File: config.mk
export PLATFORM = sky130hd
export DESIGN_NAME = dmac_fifo_param_flat
export DESIGN_NICKNAME = d
export VERILOG_FILES = /design/src/rtl/dmac_fifo_pkg.sv /design/src/rtl/dmac_fifo_param_if.sv /design/src/rtl/dmac_fifo_ram.sv /design/src/rtl/dmac_fifo_param.sv /design/src/flat_wrapper.sv
export SDC_FILE = /design/constraint.sdc
export NUM_CORES = 1
export LEC_CHECK = 0
export CORE_ASPECT_RATIO = 0.6
export CORE_MARGIN = 1
export CORE_UTILIZATION = 50
export CTS_CLUSTER_SIZE = 30
export DETAILED_ROUTE_END_ITERATION = 8
export PLACE_DENSITY = 0.81
export SLEW_MARGIN = 40
export SYNTH_ARGS = -nofsm -noshare
export SYNTH_HDL_FRONTEND = slang
export SYNTH_HIERARCHICAL = 1
export SYNTH_SLANG_ARGS = --single-unit
File: constraint.sdc
create_clock -name clk -period 4.8 [get_ports clk]
set_clock_uncertainty 0.15 [all_clocks]
set_input_delay 0.96 -clock clk [delete_from_list [all_inputs] [get_ports clk]]
set_output_delay 0.96 -clock clk [all_outputs]
set_load 0.005 [all_outputs]
File: src/rtl/dmac_fifo_pkg.sv
// rtl/dmac_fifo_pkg.sv - status codes shared by the DMAC FIFO block
package dmac_fifo_pkg;

  localparam int STATE_W = 3;

  typedef enum logic [STATE_W-1:0] {
    ST_IDLE     = 3'b000,
    ST_WRITE    = 3'b001,
    ST_READ     = 3'b010,
    ST_WR_ERROR = 3'b011,
    ST_RD_ERROR = 3'b100,
    ST_WR_RD    = 3'b101
  } fifo_state_e;

endpackage

File: src/rtl/dmac_fifo_param_if.sv
// rtl/dmac_fifo_param_if.sv - writer/reader handshake and status bundle of the DMAC FIFO
interface dmac_fifo_param_if #(
  parameter int DATA_WIDTH = 32,
  parameter int ADDR_WIDTH = 3
) ();

  logic                              wr_en;
  logic [DATA_WIDTH-1:0]             din;
  logic                              rd_en;
  logic [DATA_WIDTH-1:0]             dout;
  logic [ADDR_WIDTH:0]               data_count;
  logic                              full;
  logic                              empty;
  logic                              almost_full;
  logic                              almost_empty;
  logic                              wr_ack;
  logic                              wr_err;
  logic                              rd_ack;
  logic                              rd_err;
  logic [dmac_fifo_pkg::STATE_W-1:0] state;

  // Engines on either side of the FIFO
  modport master (
    output wr_en, din, rd_en,
    input  dout, data_count, full, empty, almost_full, almost_empty,
    input  wr_ack, wr_err, rd_ack, rd_err, state
  );

  // The FIFO itself
  modport slave (
    input  wr_en, din, rd_en,
    output dout, data_count, full, empty, almost_full, almost_empty,
    output wr_ack, wr_err, rd_ack, rd_err, state
  );

endinterface

File: src/rtl/dmac_fifo_ram.sv
// rtl/dmac_fifo_ram.sv - DEPTH x DATA_WIDTH storage with registered read-before-write port
module dmac_fifo_ram #(
  parameter int DATA_WIDTH = 32,
  parameter int ADDR_WIDTH = 3
) (
  input  logic                  clk,
  input  logic                  resetn,
  input  logic                  we_i,
  input  logic [ADDR_WIDTH-1:0] waddr_i,
  input  logic [DATA_WIDTH-1:0] wdata_i,
  input  logic                  re_i,
  input  logic [ADDR_WIDTH-1:0] raddr_i,
  input  logic                  bypass_i,
  output logic [DATA_WIDTH-1:0] rdata_o
);

  localparam int DEPTH = 2 ** ADDR_WIDTH;

  logic [DATA_WIDTH-1:0] mem [DEPTH];
  logic [DATA_WIDTH-1:0] rdata_q;

  // Storage write; contents are deliberately left uninitialised by reset
  always_ff @(posedge clk) begin
    if (we_i) begin
      mem[waddr_i] <= wdata_i;
    end
  end

  // Registered read; samples the pre-edge slot so a same-slot write is seen next time
  always_ff @(posedge clk) begin
    if (!resetn) begin
      rdata_q <= '0;
    end else if (re_i) begin
      rdata_q <= bypass_i ? wdata_i : mem[raddr_i];
    end
  end

  assign rdata_o = rdata_q;

endmodule

File: src/rtl/dmac_fifo_param.sv
// rtl/dmac_fifo_param.sv - parametrised DMAC FIFO; DMAC_FIFO_BYPASS_EN enables empty pass-through
module dmac_fifo_param
  import dmac_fifo_pkg::*;
#(
  parameter int DATA_WIDTH = 32,
  parameter int ADDR_WIDTH = 3,
  parameter int AFULL_LVL  = 6,
  parameter int AEMPTY_LVL = 2
) (
  input  logic             clk,
  input  logic             reset_n,
  dmac_fifo_param_if.slave bus
);

  localparam int                  DEPTH    = 2 ** ADDR_WIDTH;
  localparam logic [ADDR_WIDTH:0] DEPTH_C  = (ADDR_WIDTH + 1)'(DEPTH);
  localparam logic [ADDR_WIDTH:0] AFULL_C  = (ADDR_WIDTH + 1)'(AFULL_LVL);
  localparam logic [ADDR_WIDTH:0] AEMPTY_C = (ADDR_WIDTH + 1)'(AEMPTY_LVL);

  logic [ADDR_WIDTH-1:0] wr_ptr_q, wr_ptr_d;
  logic [ADDR_WIDTH-1:0] rd_ptr_q, rd_ptr_d;
  logic [ADDR_WIDTH:0]   count_q, count_d;
  logic                  wr_ack_q, wr_ack_d;
  logic                  wr_err_q, wr_err_d;
  logic                  rd_ack_q, rd_ack_d;
  logic                  rd_err_q, rd_err_d;
  fifo_state_e           state_q, state_d;

  logic full, empty;
  logic wr_ok, rd_ok, bypass;

  assign full  = (count_q == DEPTH_C);
  assign empty = (count_q == '0);

  // A write into a full FIFO is still accepted when a read frees the slot in the same cycle
  assign wr_ok = bus.wr_en & (~full | bus.rd_en);
`ifdef DMAC_FIFO_BYPASS_EN
  assign rd_ok  = bus.rd_en & (~empty | bus.wr_en);
  assign bypass = bus.wr_en & bus.rd_en & empty;
`else
  assign rd_ok  = bus.rd_en & ~empty;
  assign bypass = 1'b0;
`endif

  // Next pointers, occupancy, handshake pulses and status code from the pre-edge count
  always_comb begin
    wr_ptr_d = wr_ptr_q;
    rd_ptr_d = rd_ptr_q;
    count_d  = count_q;
    wr_ack_d = wr_ok;
    wr_err_d = bus.wr_en & ~wr_ok;
    rd_ack_d = rd_ok;
    rd_err_d = bus.rd_en & ~rd_ok;
    state_d  = ST_IDLE;
    if (wr_ok) wr_ptr_d = wr_ptr_q + 1'b1;
    if (rd_ok) rd_ptr_d = rd_ptr_q + 1'b1;
    case ({wr_ok, rd_ok})
      2'b10:   count_d = count_q + 1'b1;
      2'b01:   count_d = count_q - 1'b1;
      default: count_d = count_q;
    endcase
    if (wr_ok && rd_ok)   state_d = ST_WR_RD;
    else if (wr_ok)       state_d = bus.rd_en ? ST_RD_ERROR : ST_WRITE;
    else if (rd_ok)       state_d = ST_READ;
    else if (bus.wr_en)   state_d = ST_WR_ERROR;
    else if (bus.rd_en)   state_d = ST_RD_ERROR;
  end

  // Control registers; requests arriving during reset are dropped
  always_ff @(posedge clk) begin
    if (!reset_n) begin
      wr_ptr_q <= '0;
      rd_ptr_q <= '0;
      count_q  <= '0;
      wr_ack_q <= 1'b0;
      wr_err_q <= 1'b0;
      rd_ack_q <= 1'b0;
      rd_err_q <= 1'b0;
      state_q  <= ST_IDLE;
    end else begin
      wr_ptr_q <= wr_ptr_d;
      rd_ptr_q <= rd_ptr_d;
      count_q  <= count_d;
      wr_ack_q <= wr_ack_d;
      wr_err_q <= wr_err_d;
      rd_ack_q <= rd_ack_d;
      rd_err_q <= rd_err_d;
      state_q  <= state_d;
    end
  end

  dmac_fifo_ram #(
    .DATA_WIDTH (DATA_WIDTH),
    .ADDR_WIDTH (ADDR_WIDTH)
  ) u_ram (
    .clk      (clk),
    .resetn   (reset_n),
    .we_i     (wr_ok & reset_n),
    .waddr_i  (wr_ptr_q),
    .wdata_i  (bus.din),
    .re_i     (rd_ok & reset_n),
    .raddr_i  (rd_ptr_q),
    .bypass_i (bypass),
    .rdata_o  (bus.dout)
  );

  assign bus.data_count   = count_q;
  assign bus.full         = full;
  assign bus.empty        = empty;
  assign bus.almost_full  = (count_q >= AFULL_C);
  assign bus.almost_empty = (count_q <= AEMPTY_C);
  assign bus.wr_ack       = wr_ack_q;
  assign bus.wr_err       = wr_err_q;
  assign bus.rd_ack       = rd_ack_q;
  assign bus.rd_err       = rd_err_q;
  assign bus.state        = state_q;

endmodule
File: src/flat_wrapper.sv
// flat-port wrapper written by rule: the top's interface ports become plain ports
module dmac_fifo_param_flat import dmac_fifo_pkg::*;
#(
  parameter int DATA_WIDTH = 32,
  parameter int ADDR_WIDTH = 3,
  parameter int AFULL_LVL  = 6,
  parameter int AEMPTY_LVL = 2
)
  (clk, reset_n, bus_wr_en, bus_din, bus_rd_en, bus_dout, bus_data_count, bus_full, bus_empty, bus_almost_full, bus_almost_empty, bus_wr_ack, bus_wr_err, bus_rd_ack, bus_rd_err, bus_state);
  dmac_fifo_param_if #(.DATA_WIDTH(DATA_WIDTH), .ADDR_WIDTH(ADDR_WIDTH)) bus_i ();
  input  logic clk;
  input  logic reset_n;
  input wire logic [$bits(bus_i.wr_en)-1:0] bus_wr_en;
  input wire logic [$bits(bus_i.din)-1:0] bus_din;
  input wire logic [$bits(bus_i.rd_en)-1:0] bus_rd_en;
  output wire logic [$bits(bus_i.dout)-1:0] bus_dout;
  output wire logic [$bits(bus_i.data_count)-1:0] bus_data_count;
  output wire logic [$bits(bus_i.full)-1:0] bus_full;
  output wire logic [$bits(bus_i.empty)-1:0] bus_empty;
  output wire logic [$bits(bus_i.almost_full)-1:0] bus_almost_full;
  output wire logic [$bits(bus_i.almost_empty)-1:0] bus_almost_empty;
  output wire logic [$bits(bus_i.wr_ack)-1:0] bus_wr_ack;
  output wire logic [$bits(bus_i.wr_err)-1:0] bus_wr_err;
  output wire logic [$bits(bus_i.rd_ack)-1:0] bus_rd_ack;
  output wire logic [$bits(bus_i.rd_err)-1:0] bus_rd_err;
  output wire logic [$bits(bus_i.state)-1:0] bus_state;
  assign bus_i.wr_en = bus_wr_en;
  assign bus_i.din = bus_din;
  assign bus_i.rd_en = bus_rd_en;
  assign bus_dout = bus_i.dout;
  assign bus_data_count = bus_i.data_count;
  assign bus_full = bus_i.full;
  assign bus_empty = bus_i.empty;
  assign bus_almost_full = bus_i.almost_full;
  assign bus_almost_empty = bus_i.almost_empty;
  assign bus_wr_ack = bus_i.wr_ack;
  assign bus_wr_err = bus_i.wr_err;
  assign bus_rd_ack = bus_i.rd_ack;
  assign bus_rd_err = bus_i.rd_err;
  assign bus_state = bus_i.state;
  dmac_fifo_param #(.DATA_WIDTH(DATA_WIDTH), .ADDR_WIDTH(ADDR_WIDTH), .AFULL_LVL(AFULL_LVL), .AEMPTY_LVL(AEMPTY_LVL)) u_core (.clk(clk), .reset_n(reset_n), .bus(bus_i));
endmodule
==> Word-level counts from Yosys, hierarchy flattened <==
Memories as Yosys holds them, arrays and structs flattened. A register that Yosys moved wholly into a read port is not among the register bits.
Index checks and enable logic that the tools add are counted.
{ "word_totals": {"reg_bits": 17, "latchBits": 0, "ram_bits": 256, "rom_bits": 0, "input_bits": 36, "out_inout_bits": 47, "elab_cells": 45, "memories": 1} }
{ "memory_table": {"columns": ["memory", "words", "width", "read_ports", "rd_ports_with_merged_regs", "wr", "line", "rtl"], "rows": [
  ["u_core.u_ram.mem", 8, 32, 1, 1, 1, "dmac_fifo_ram.sv:19", "logic [DATA_WIDTH-1:0] mem [DEPTH];"]
]} }
{ "op_classes": {"n_addsub": 4, "n_mul": 0, "n_div": 0, "order_cmp": 2, "n_eq_ne": 3, "shift": 0, "mux": 9, "n_bitwise": 12, "n_reduce_logical": 5} }
{ "op_table": {"columns": ["op", "count"], "rows": [
  ["$mux 3", 6],
  ["$pmux 4 s2", 1],
  ["$add 3x1->3 const B", 2],
  ["$and 1x1->1", 6],
  ["$not 1->1", 5],
  ["$add 4x1->4 const B", 1],
  ["$eq 4x4->1 const B", 1],
  ["$ge 4x3->1 const B", 1],
  ["$le 4x2->1 const B", 1],
  ["$logic_not 4->1", 1],
  ["$sub 4x1->4 const B", 1],
  ["$eq 2x1->1 const B", 1],
  ["$eq 2x2->1 const B", 1],
  ["$mux 1", 2],
  ["$reduce_bool 2->1", 1],
  ["$reduce_or 2->1", 1],
  ["$logic_and 1x1->1", 1],
  ["$logic_not 1->1", 1],
  ["$or 1x1->1", 1]
]} }

==> Logic depth before layout (Yosys ltp) <==
Gate-level depths: netlist of the first run.
{ "depth": {"ltp_word": 7, "ltp_mapped": 10, "depth_no_buf": 9} }

==> Cells and area by module <==
Netlist of the first run, hierarchy kept.
{ "modules_own_cells": {"columns": ["module", "instances", "cells_each", "area_each_um2", "seq_area_each_um2"], "rows": [
  ["dmac_fifo_ram", 1, 669, 11328.4, 8328.0],
  ["dmac_fifo_param", 1, 86, 810.8, 340.3]
]} }

==> Least setup slack after synthesis of the first run <==
Ideal clock, no wire load.
{ "synth_timing": {"kind": "input -> register", "from": "input reset_n", "to": "memory u_core.u_ram.mem[0][0], enable pin", "setup_ps": 461, "t_arrival_ps": 3685, "t_required_ps": 4189, "setup_slack_ps": 504, "path_stages": 5, "path_buffers": 1, "cell_sequence": "inv_1 -> clkbuf_1 -> nor2_1 -> nand2b_1 -> nor3_1"} }
{ "synth_between": {"elab_chain_len": 3} }
{ "synth_rtl": {"columns": ["item", "line", "rtl"], "rows": [
  ["from (decl)", "flat_wrapper.sv:12", "input logic reset_n;"],
  ["$and 1x1->1", "dmac_fifo_param.sv:98", ".we_i (wr_ok & reset_n),"],
  ["$mux 1", "dmac_fifo_ram.sv:24", "if (we_i) begin"],
  ["$mux 1 (not written as such)", "dmac_fifo_ram.sv:25", "mem[waddr_i] <= wdata_i;"],
  ["to (decl)", "dmac_fifo_ram.sv:19", null]
]} }
Every way passes these cells.

==> Worst setup path in the final report of the first run <==
{ "layout_timing": {"from": "register u_core.count_q[1], in the netlist u_core/bus.data_count[1]", "to": "output bus_full"} }
{ "layout_between": {"elab_chain_len": 1} }
{ "layout_rtl": {"columns": ["item", "line", "rtl"], "rows": [
  ["from (decl)", "dmac_fifo_param.sv:22", "logic [ADDR_WIDTH:0] count_q, count_d;"],
  ["from (signal assigned)", "dmac_fifo_param.sv:83", "count_q <= count_d;"],
  ["$eq 4x4->1", "dmac_fifo_param.sv:32", "assign full = (count_q == DEPTH_C);"],
  ["to (decl)", "flat_wrapper.sv:18", "output wire logic [$bits(bus_i.full)-1:0] bus_full;"]
]} }
Every way passes these cells.

==> results of run 1 <==
==> final timing paths <==
path | start | endpoint | slack [ns]
hold reg to reg | u_core/wr_ptr_q[2]$_SDFFE_PN0P_ | u_core/wr_ptr_q[2]$_SDFFE_PN0P_ | 0.41
setup reg to reg | u_core/bus.data_count[1]$_SDFFE_PN0P_ | u_core/bus.data_count[2]$_SDFFE_PN0P_ | 1.89
setup / recovery | u_core/bus.data_count[1]$_SDFFE_PN0P_ | bus_full | 1.51
hold / removal | u_core/wr_ptr_q[2]$_SDFFE_PN0P_ | u_core/wr_ptr_q[2]$_SDFFE_PN0P_ | 0.41
==> flip-flops by register name (all words and copies together) (netlist names) <==
register	flops
u_core/u_ram/mem	256
u_core/u_ram/rdata_o	32
u_core/bus.data_count	4
u_core/bus.state	3
u_core/rd_ptr_q	3
u_core/wr_ptr_q	3
u_core/bus.rd_ack	1
u_core/bus.rd_err	1
u_core/bus.wr_ack	1
u_core/bus.wr_err	1
==> metal layers <==
layer	share of wire, %	vias to the layer above
met5	0	-
li1	-	3117
met2	45	240
met4	1.9	0
met3	6.9	40
met1	46	3421
==> cell type report <==
class / count / area (µm²)
Tap cell: 315 / 394.1
Clock buffer: 35 / 735.7
Multi-Input combinational cell: 404 / 3253
Fill cell: 1744 / 9185
Antenna cell: 1 / 2.502
Timing Repair Buffer: 100 / 1018
Inverter: 4 / 15.01
Clock inverter: 14 / 181.4
Sequential cell: 305 / 8672
==> cells by family after synthesis <==
kind of cell / share of synthesized area, %
DFF: 71.41
buffers and inverters: 2.546
AOI/OAI and AO/OA: 7.452
adders and majority gates: 0.6184
other: 0.03089
and+or+nand+nor: 5.319
muxes: 12.12
xor gates and xnor gates: 0.5051
==> worst reg2reg max path: cells and delay by family (launching register included) <==
| kind | cells | cell delay, ns |
|---|---|---|
| AOI/OAI and AO/OA | 3 | 0.47 |
| xor gates and xnor gates | 2 | 0.35 |
| and+or+nand+nor | 2 | 0.96 |
| DFF | 1 | 0.44 |
| adders and majority gates | 2 | 0.48 |
==> Yosys cell counts (2+ instances only) <==
cell,n,area [µm²]
and3_1,34,212.7
nand2_1,8,30.03
a21oi_1,5,25.02
xor2_1,5,43.79
buf_2,7,35.03
dfxtp_1,49,980.9
ha_1,6,75.07
buf_6,14,157.7
nor3_1,2,10.01
inv_1,3,11.26
nand3b_1,2,15.01
mux2_2,128,1441
mux2i_1,3,30.03
o31ai_1,32,240.2
o21ai_0,35,175.2
nor2b_1,33,206.5
edfxtp_1,256,7687
o22ai_1,64,400.4
xnor2_1,2,17.52
nor2_1,19,71.32
nand2b_1,6,37.54
clkbuf_1,24,90.09
==> power by group <==
group	total (mW)	switching, mW	internal [mW]
Sequential	3.10	0.117	2.99
Clock	2.23	0.926	1.30
Combinational	1.23	0.588	0.642
==> metrics by stage <==
| step | cells | power (mW) | hold WS [ns] |
|---|---|---|---|
| after floorplan | 760 | 3.987 | 0.3419 |
| after global placement | 1127 | 4.326 | 0.3777 |
| after detailed placement | 1128 | 4.367 | 0.3886 |
| after CTS | 1177 | 6.584 | 0.4073 |
| after global routing | 1177 | 6.811 | 0.4226 |
| final | 1178 | 6.560 | 0.4068 |
==> results.md, run 1 <==
* CP Depth at 3
* Rel. slew slack at 56.21%
* Post-Syn Instances at 755
* Endpoint type of the worst setup path: output port
* Share of cells above drive strength 1 at 23.90%
* Pre-Repair DR Iteration Count at 4
* Post-cts resize count at 0
* Syn Area/Cell at 16.08 µm²
* Worst Hold Class: flop to flop
* Max Clk Rate at 304.1 MHz
* Worst Hold Path Cells at 2
* GR Util met1 at 31.16%
* Starting Density at 51.75%
* GR Layer Usage met3 at 3.638%
* RSZ-0062 raised after global routing: no
* Post-DP Area at 0.01335 mm²
* Gr ovfl total at 0
* DIE AREA at 0.02493 mm²
* Latest clock arrival within the worst-skew pair at 0.53 ns
* Yosys warns at 6
* Register clock-pin slew on the reported worst setup and hold paths at 0.06 ns
* Num CTS Buffers at 27
* Most frequent cells in the layout: edfxtp_1 (256), mux2_2 (128), clkdlybuf4s50_1 (82), o22ai_1 (64), dfxtp_1 (48)
* Critical path type: flop to output port
* Die span in y at 122.7 µm
* Final Core Density at 60.84%
* Initial antenna violation count at 1
* Final worst slack at 1.511 ns
* Root buffer cell: clkbuf_16
* Met2 GRT Util at 33.63%
* DRC viols at 0
* Async SR Flop Fraction at 0%
* Final count of hold timing violations at 0
* Post-route cell area at 0.01427 mm²
* Fin Setup TNS at 0 ns
* CP max stage cell: or4b_4
* Vias per inst at 5.788
* Die X at 203.2 µm
* Global-route wire length before repair at 39750 µm
* Sequential area share after synthesis at 71.41%
* DP Worst Slack at 1.279 ns
* Number of synthesized flops with an enable pin at 256
* Max-cap violation count at 0
* Maximum number of pins on one net before global-route repair at 65
* Post-Route WL at 25830 µm
* Total core area at 0.02346 mm²
* Max-slew violations at 0
* Pwr/cell area at 459.6 mW/mm²
* Min Tclk post-route at 3.289 ns
* Hold buffer count at CTS at 0
* Most common cell after layout, fill and taps aside: edfxtp_1
* Final RePlAce weighted congestion at 0.7435
* Worst vdd rail ir drop at 0.2670 mV
* Post-CTS setup buffers at 0
* Violation count after the first detailed-route iteration at 624
* Critical path cell sequence: or4b_4, inv_1, clkdlybuf4s50_1
* Leak Pwr at 4.798 nW
* Slew @ Worst Pin at 0.6569 ns
* Cell family with most CP delay: simple AND/OR/NAND/NOR gates
* Gr usage total at 21.31%
* Number of global-route vias before repair at 6904
* Area grow syn2layout at 17.57%
* Worst setup SP type: flop
* DP Wirelength at 14470 µm
* H-tree depth at 1
* Synth cell types at 40
* WP data required at 3.69 ns
* Clock tree from TritonCTS: built
* Num ports at 83
* Clock net sink count at 305
* Top Usage Layer GRT: met2
* IO Port Bufs at 82
* Final setup fails at 0
* Total number of vias at 6818
* Antenna-violating nets left at 0
* Syn Std Cell Area at 0.01214 mm²
* Crit-path max FO at 12
* Status: finished, final reports clean
* Layout Nets at 884
* Share of the cycle needed by the critical path after routing at 68.51%
* FF+latch count, synth at 305
* CTS Buffer Depth at 3
* Wirelength per Cell at 21.92 µm
* Most used DFF post-synth: edfxtp_1
* Reg2Reg Depth at 9
* CP bufs+invs at 2
* Number of core rows at 43
* CP arrival at 2.18 ns
* Crit-path max cell delay at 0.62 ns
Note: power is estimated with default switching activity, not from simulation.
==> run 2: changes to the inputs <==
==> constraint.sdc (replaced) <==
create_clock -name clk -period 3.4 [get_ports clk]
set_clock_uncertainty 0.15 [all_clocks]
set_input_delay 0.68 -clock clk [delete_from_list [all_inputs] [get_ports clk]]
set_output_delay 0.68 -clock clk [all_outputs]
set_load 0.005 [all_outputs]
==> results.md, run 2 (synthesis gave the netlist of run 1 again) <==
* Num CTS Buffers at 28 (+3.7%)
* Post-route cell area at 0.01436 mm² (+0.62%)
* RSZ-0062 raised after global routing: no
* Max reg flops at 256 (unchanged)
* Power Internal at 6.849 mW (+39%)
* Max-cap violation count at 0 (unchanged)
* Post-DP Area at 0.01346 mm² (+0.83%)
* Clock network power share at 32.8% (-1.1 points)
* DRC viols at 0 (unchanged)
* Leak Pwr at 4.865 nW (+1.4%)
* Biggest register: u_core/u_ram/mem
* Critical path cell sequence: or4b_4, inv_1, clkdlybuf4s50_1
* Register clock-pin slew on the reported worst setup and hold paths at 0.06 ns (about the same)
* Wirelength per Cell at 22.50 µm (+2.6%)
* Die span in y at 122.7 µm (unchanged)
* IO Port Bufs at 82 (unchanged)
* Rel. slew slack at 65.44% (+9.2 points)
* Root buffer cell: clkbuf_16
* Share of cells above drive strength 1 at 25.03% (+1.1 points)
* Total core area at 0.02346 mm² (unchanged)
* Switch share at 25.51% (+0.64 points)
* Layout Nets at 899 (+1.7%)
* Pwr/cell area at 640.2 mW/mm² (+39%)
* Clock tree from TritonCTS: built
* Most frequent cells in the layout: edfxtp_1 (256), mux2_2 (128), clkdlybuf4s50_1 (82), o22ai_1 (64), dfxtp_1 (48)
* Fillers at 1738 (-0.34%)
* Slew @ Worst Pin at 0.5179 ns (-0.1390 ns)
* Area grow syn2layout at 18.31%
* Min Tclk post-route at 2.970 ns
* Post-cts resize count at 0 (unchanged)
* Crit-path max cell delay at 0.59 ns (-0.03 ns)
* CP max stage cell: or4b_4
* Pre-Repair DR Iteration Count at 4 (unchanged)
* Status: finished, final reports clean
* Most common cell after layout, fill and taps aside: edfxtp_1
* Gr ovfl total at 0 (unchanged)
* Post-CTS setup buffers at 0 (unchanged)
* Vias per inst at 5.776 (-0.21%)
* Global-route wire length before repair at 40970 µm (+3.1%)
* Critical path type: flop to output port
* CP bufs+invs at 2 (unchanged)
* Final setup fails at 0 (unchanged)
* Max-slew violations at 0 (unchanged)
* Total power at 9.194 mW (+40%)
* Comb power frac at 19.7% (+0.9 points)
* Hold Slack at 0.4220 ns (+0.01519 ns)
* Total number of vias at 6896 (+1.1%)
* Die X at 203.2 µm (unchanged)
* Violation count after the first detailed-route iteration at 459 (-26%)
* Endpoint type of the worst setup path: output port
* Starting Density at 51.75% (unchanged)
* Max Clk Rate at 336.7 MHz
* Number of global-route vias before repair at 6999 (+1.4%)
* Antenna-violating nets left at 0 (unchanged)
* Maximum number of pins on one net before global-route repair at 58 (-11%)
* Worst setup SP type: flop
* Cell family with most CP delay: buffers and inverters
* CTS Buffer Depth at 3 (unchanged)
* Gr usage total at 22.00% (+0.69 points)
* Final count of hold timing violations at 0 (unchanged)
* Worst Hold Class: flop to flop
* Worst vdd rail ir drop at 0.4262 mV (+60%)
* Final RePlAce weighted congestion at 0.8019 (+7.9%)
* WP data required at 2.57 ns (-1.12 ns)
* DP Wirelength at 15330 µm (+5.9%)
* Fin Setup TNS at 0 ns (unchanged)
* Net Sw Power at 2.345 mW (+44%)
* Share of the cycle needed by the critical path after routing at 87.36%
* Initial antenna violation count at 2 (+1)
* H-tree depth at 1 (unchanged)
* Number of core rows at 43 (unchanged)
* Hold buffer count at CTS at 0 (unchanged)
* Sequential Power Share at 47.5% (+0.2 points)
* Num ports at 83 (unchanged)
* Post-Route WL at 26870 µm (+4.0%)
* DIE AREA at 0.02493 mm² (unchanged)
* Latest clock arrival within the worst-skew pair at 0.55 ns (+0.02 ns)
* Clock net sink count at 305 (unchanged)
* Crit-path max FO at 11 (-1)
* N_diodes at 0 (-1)
* CP arrival at 2.14 ns (-0.04 ns)
-- run 2: changes by cell type in the layout (fill, tap and decap cells not counted), moves of 2 or more --
cell	previous run	this run
buf_4	13	27
bufinv_16	4	0
clkbuf_1	5	7
clkbuf_16	27	29
clkbuf_8	3	5
clkinv_4	0	2
clkinvlp_4	2	0
nor3_2	3	1
nor3_4	0	2
-- run 2: area by class of cell --
type,count,area (µm²),area share [%]
tap,315,394.1,2.744
clock inverter,11,65.06,0.4530
clock buffer,41,820.8,5.715
sequential,305,8672,60.38
multi-input combinational,404,3263,22.72
inverter,4,15.01,0.1045
timing repair buffer,114,1131,7.876
-- run 2: final timing paths --
check | slack, ns | cells after the start | startpoint | endpoint
max reg2reg | 0.60 | 9 | u_core/bus.data_count[2]$_SDFFE_PN0P_ | u_core/bus.data_count[2]$_SDFFE_PN0P_
max | 0.43 | 3 | u_core/bus.data_count[2]$_SDFFE_PN0P_ | bus_full
min | 0.42 | 2 | u_core/bus.data_count[3]$_SDFFE_PN0P_ | u_core/bus.data_count[3]$_SDFFE_PN0P_
min reg2reg | 0.42 | 2 | u_core/bus.data_count[3]$_SDFFE_PN0P_ | u_core/bus.data_count[3]$_SDFFE_PN0P_
-- run 2: per-layer routing --
metal	up-vias	wire length [µm]	global-route usage, %
li1	3141	-	-
met1	3482	12340	32.23
met2	234	12210	34.40
met3	39	1898	4.116
met4	0	417	4.793
met5	-	0	0
-- run 2: power groups by stage --
| stage | combinational (mW) | clock (mW) | sequential (mW) |
|---|---|---|---|
| floorplan | 1.26 | 0 | 4.37 |
| global route | 1.94 | 3.21 | 4.39 |
| CTS | 1.73 | 3.06 | 4.43 |
| detailed placement | 1.71 | 0 | 4.50 |
| global placement | 1.67 | 0 | 4.50 |
| finish | 1.81 | 3.02 | 4.37 |
-- run 2: worst register-to-register path: stages, from the launching register on --
cell and delay, ns:
dfxtp_1 0.40, or4b_4 0.59, o21ai_4 0.24, ha_1 0.31, xor2_1 0.21, ha_1 0.17
a21oi_1 0.05, xor2_1 0.15, or3_1 0.32, a21oi_1 0.14
-- run 2: per-stage QoR --
stage / setup WS, ns / instances / util [%]
5_1_grt: 0.3401 / 1194 / 61.22
2_1_floorplan: 0.2413 / 760 / -
3_3_place_gp: 0.3693 / 1140 / 57.22
6_report: 0.4298 / 1194 / 61.22
3_5_place_dp: 0.2961 / 1141 / 57.36
4_1_cts: 0.4075 / 1193 / 61.14
==> run 3: changes to the inputs <==
==> constraint.sdc (replaced) <==
create_clock -name clk -period 3.4 [get_ports clk]
set_clock_uncertainty 0.15 [all_clocks]
set_input_delay 0.68 -clock clk [delete_from_list [all_inputs] [get_ports clk]]
set_output_delay 0.68 -clock clk [all_outputs]
set_load 0.05 [all_outputs]
==> results.md, run 3 (synthesis gave the netlist of run 1 again) <==
* Violation count after the first detailed-route iteration at 616 (+34%)
* DIE AREA at 0.02493 mm² (unchanged)
* Starting Density at 51.75% (unchanged)
* Power Internal at 6.954 mW (+1.5%)
* Biggest register: u_core/u_ram/mem
* RSZ-0062 raised after global routing: no
* Vias per inst at 5.887 (+1.9%)
* Wirelength per Cell at 22.46 µm (-0.18%)
* Status: finished, final reports clean
* Pwr/cell area at 672.2 mW/mm² (+5.0%)
* Gr ovfl total at 0 (unchanged)
* CP arrival at 2.27 ns (+0.13 ns)
* Initial antenna violation count at 2 (unchanged)
* Clock network power share at 32.4% (-0.4 points)
* Net Sw Power at 2.714 mW (+16%)
* Switch share at 28.07% (+2.6 points)
* Sequential Power Share at 45.8% (-1.7 points)
* Max-slew violations at 0 (unchanged)
* Die span in y at 122.7 µm (unchanged)
* Internal reg-to-reg setup slack at 0.49 ns (-0.11 ns)
* Post-Route WL at 26790 µm (-0.26%)
* Leak Pwr at 4.885 nW (+0.40%)
* CTS Buffer Depth at 3 (unchanged)
* Maximum number of pins on one net before global-route repair at 49 (-16%)
* Total core area at 0.02346 mm² (unchanged)
* Fillers at 1721 (-0.98%)
* Hold buffer count at CTS at 0 (unchanged)
* Most common cell after layout, fill and taps aside: edfxtp_1
* Max-cap violation count at 0 (unchanged)
* Latest clock arrival within the worst-skew pair at 0.55 ns (about the same)
* Share of the cycle needed by the critical path after routing at 91.25% (+3.9 points)
* Final setup fails at 0 (unchanged)
* Root buffer cell: clkbuf_16
* Pre-Repair DR Iteration Count at 5 (+1)
* Slew @ Worst Pin at 0.7864 ns (+0.2685 ns)
* Final count of hold timing violations at 0 (unchanged)
* Total power at 9.668 mW (+5.2%)
* Number of core rows at 43 (unchanged)
* Num ports at 83 (unchanged)
* H-tree depth at 1 (unchanged)
* Min Tclk post-route at 3.102 ns (+0.1322 ns)
* IO Port Bufs at 82 (unchanged)
* Final RePlAce weighted congestion at 0.8104 (+1.1%)
* Max Clk Rate at 322.3 MHz (-4.3%)
* Worst setup SP type: flop
* Area grow syn2layout at 18.48%
* Critical path type: flop to output port
* Num CTS Buffers at 28 (unchanged)
* Worst Hold Class: flop to flop
* Crit-path max FO at 12 (+1)
* Number of global-route vias before repair at 6995 (-0.057%)
* Antenna-violating nets left at 0 (unchanged)
* Layout Nets at 897 (-0.22%)
* WP data required at 2.57 ns (about the same)
* Share of cells above drive strength 1 at 24.89% (-0.14 points)
* Gr usage total at 22.02% (+0.023 points)
* Rel. slew slack at 47.57% (-18 points)
* DP Wirelength at 15490 µm (+1.0%)
* Total number of vias at 7023 (+1.8%)
* Comb power frac at 21.9% (+2.2 points)
* Post-CTS setup buffers at 0 (unchanged)
* Fin Setup TNS at 0 ns (unchanged)
* Die X at 203.2 µm (unchanged)
* Endpoint type of the worst setup path: output port
* Worst vdd rail ir drop at 0.3746 mV (-12%)
* Most frequent cells in the layout: edfxtp_1 (256), mux2_2 (128), clkdlybuf4s50_1 (81), o22ai_1 (64), dfxtp_1 (48)
* Max reg flops at 256 (unchanged)
* Register clock-pin slew on the reported worst setup and hold paths at 0.07 ns (about the same)
* DRC viols at 0 (unchanged)
* Clock tree from TritonCTS: built
* Clock net sink count at 305 (unchanged)
* Global-route wire length before repair at 41210 µm (+0.57%)
==> run 3: changes by cell type in the layout (fill, tap and decap cells not counted), moves of 2 or more <==
cell	change
bufinv_16	+3
clkbuf_1	-2
clkinv_2	+2
diode_2	+2
buf_4	-2
clkinv_1	+2
clkbuf_8	-4
==> run 3: per-stage QoR <==
step / setup WS (ns) / instances / hold WS (ns) / utilization (%) / area, µm²
after floorplan: 0.07186 / 760 / 0.3419 / - / 12170
after global placement: 0.3946 / 1140 / 0.3694 / 57.36 / 13450
after detailed placement: 0.3120 / 1140 / 0.3846 / 57.39 / 13460
after CTS: 0.04928 / 1191 / 0.4040 / 61.28 / 14380
after global routing: 0.1621 / 1191 / 0.4139 / 61.29 / 14380
final: 0.2976 / 1193 / 0.3954 / 61.31 / 14380
==> run 3: power groups by stage <==
| stage | registers [mW] | logic, mW | clock network (mW) |
|---|---|---|---|
| global placement | 4.50 | 2.07 | 0 |
| CTS | 4.43 | 2.10 | 3.18 |
| floorplan | 4.67 | 1.36 | 0 |
| finish | 4.43 | 2.11 | 3.13 |
| detailed placement | 4.50 | 2.10 | 0 |
| global route | 4.45 | 2.24 | 3.33 |
==> run 3: critical path: stages (launching register included) <==
cell	delay [ns]
dfxtp_1	0.44
nor4_2	0.29
buf_4	0.18
clkdlybuf4s50_1	0.80
==> run 3: what timing repair did <==
item,4_1_cts,5_1_grt
resized for setup,0,1
endpoints found under the setup margin,0,1
endpoints found under the hold margin,0,0
==> run 3: layout make-up <==
cell class                      instances  area, µm²  area share [%]
Clock inverter                         16      155.1           1.079
Timing Repair Buffer                  112       1111           7.725
Sequential cell                       305       8672           60.30
Multi-Input combinational cell        404       3272           22.75
Antenna cell                            2      5.005         0.03480
Tap cell                              315      394.1           2.740
Clock buffer                           35      758.2           5.272
Inverter                                4      15.01          0.1044
==> run 3: final timing paths <==
kind,from,endpoint,depth (start not counted)
worst max-delay path,u_core/bus.data_count[1]$_SDFFE_PN0P_,bus_empty,3
worst min-delay path,u_core/wr_ptr_q[2]$_SDFFE_PN0P_,u_core/wr_ptr_q[2]$_SDFFE_PN0P_,2
worst max register to register,u_core/bus.data_count[1]$_SDFFE_PN0P_,u_core/bus.data_count[2]$_SDFFE_PN0P_,9
worst min register to register,u_core/wr_ptr_q[2]$_SDFFE_PN0P_,u_core/wr_ptr_q[2]$_SDFFE_PN0P_,2
==> run 3: routing by layer <==
metal	share of wire [%]	global-route usage [%]	vias to the layer above
met3	8.1	4.434	51
met2	45	33.75	280
li1	-	-	3139
met5	0	0	-
met4	1.7	5.122	0
met1	46	32.50	3553
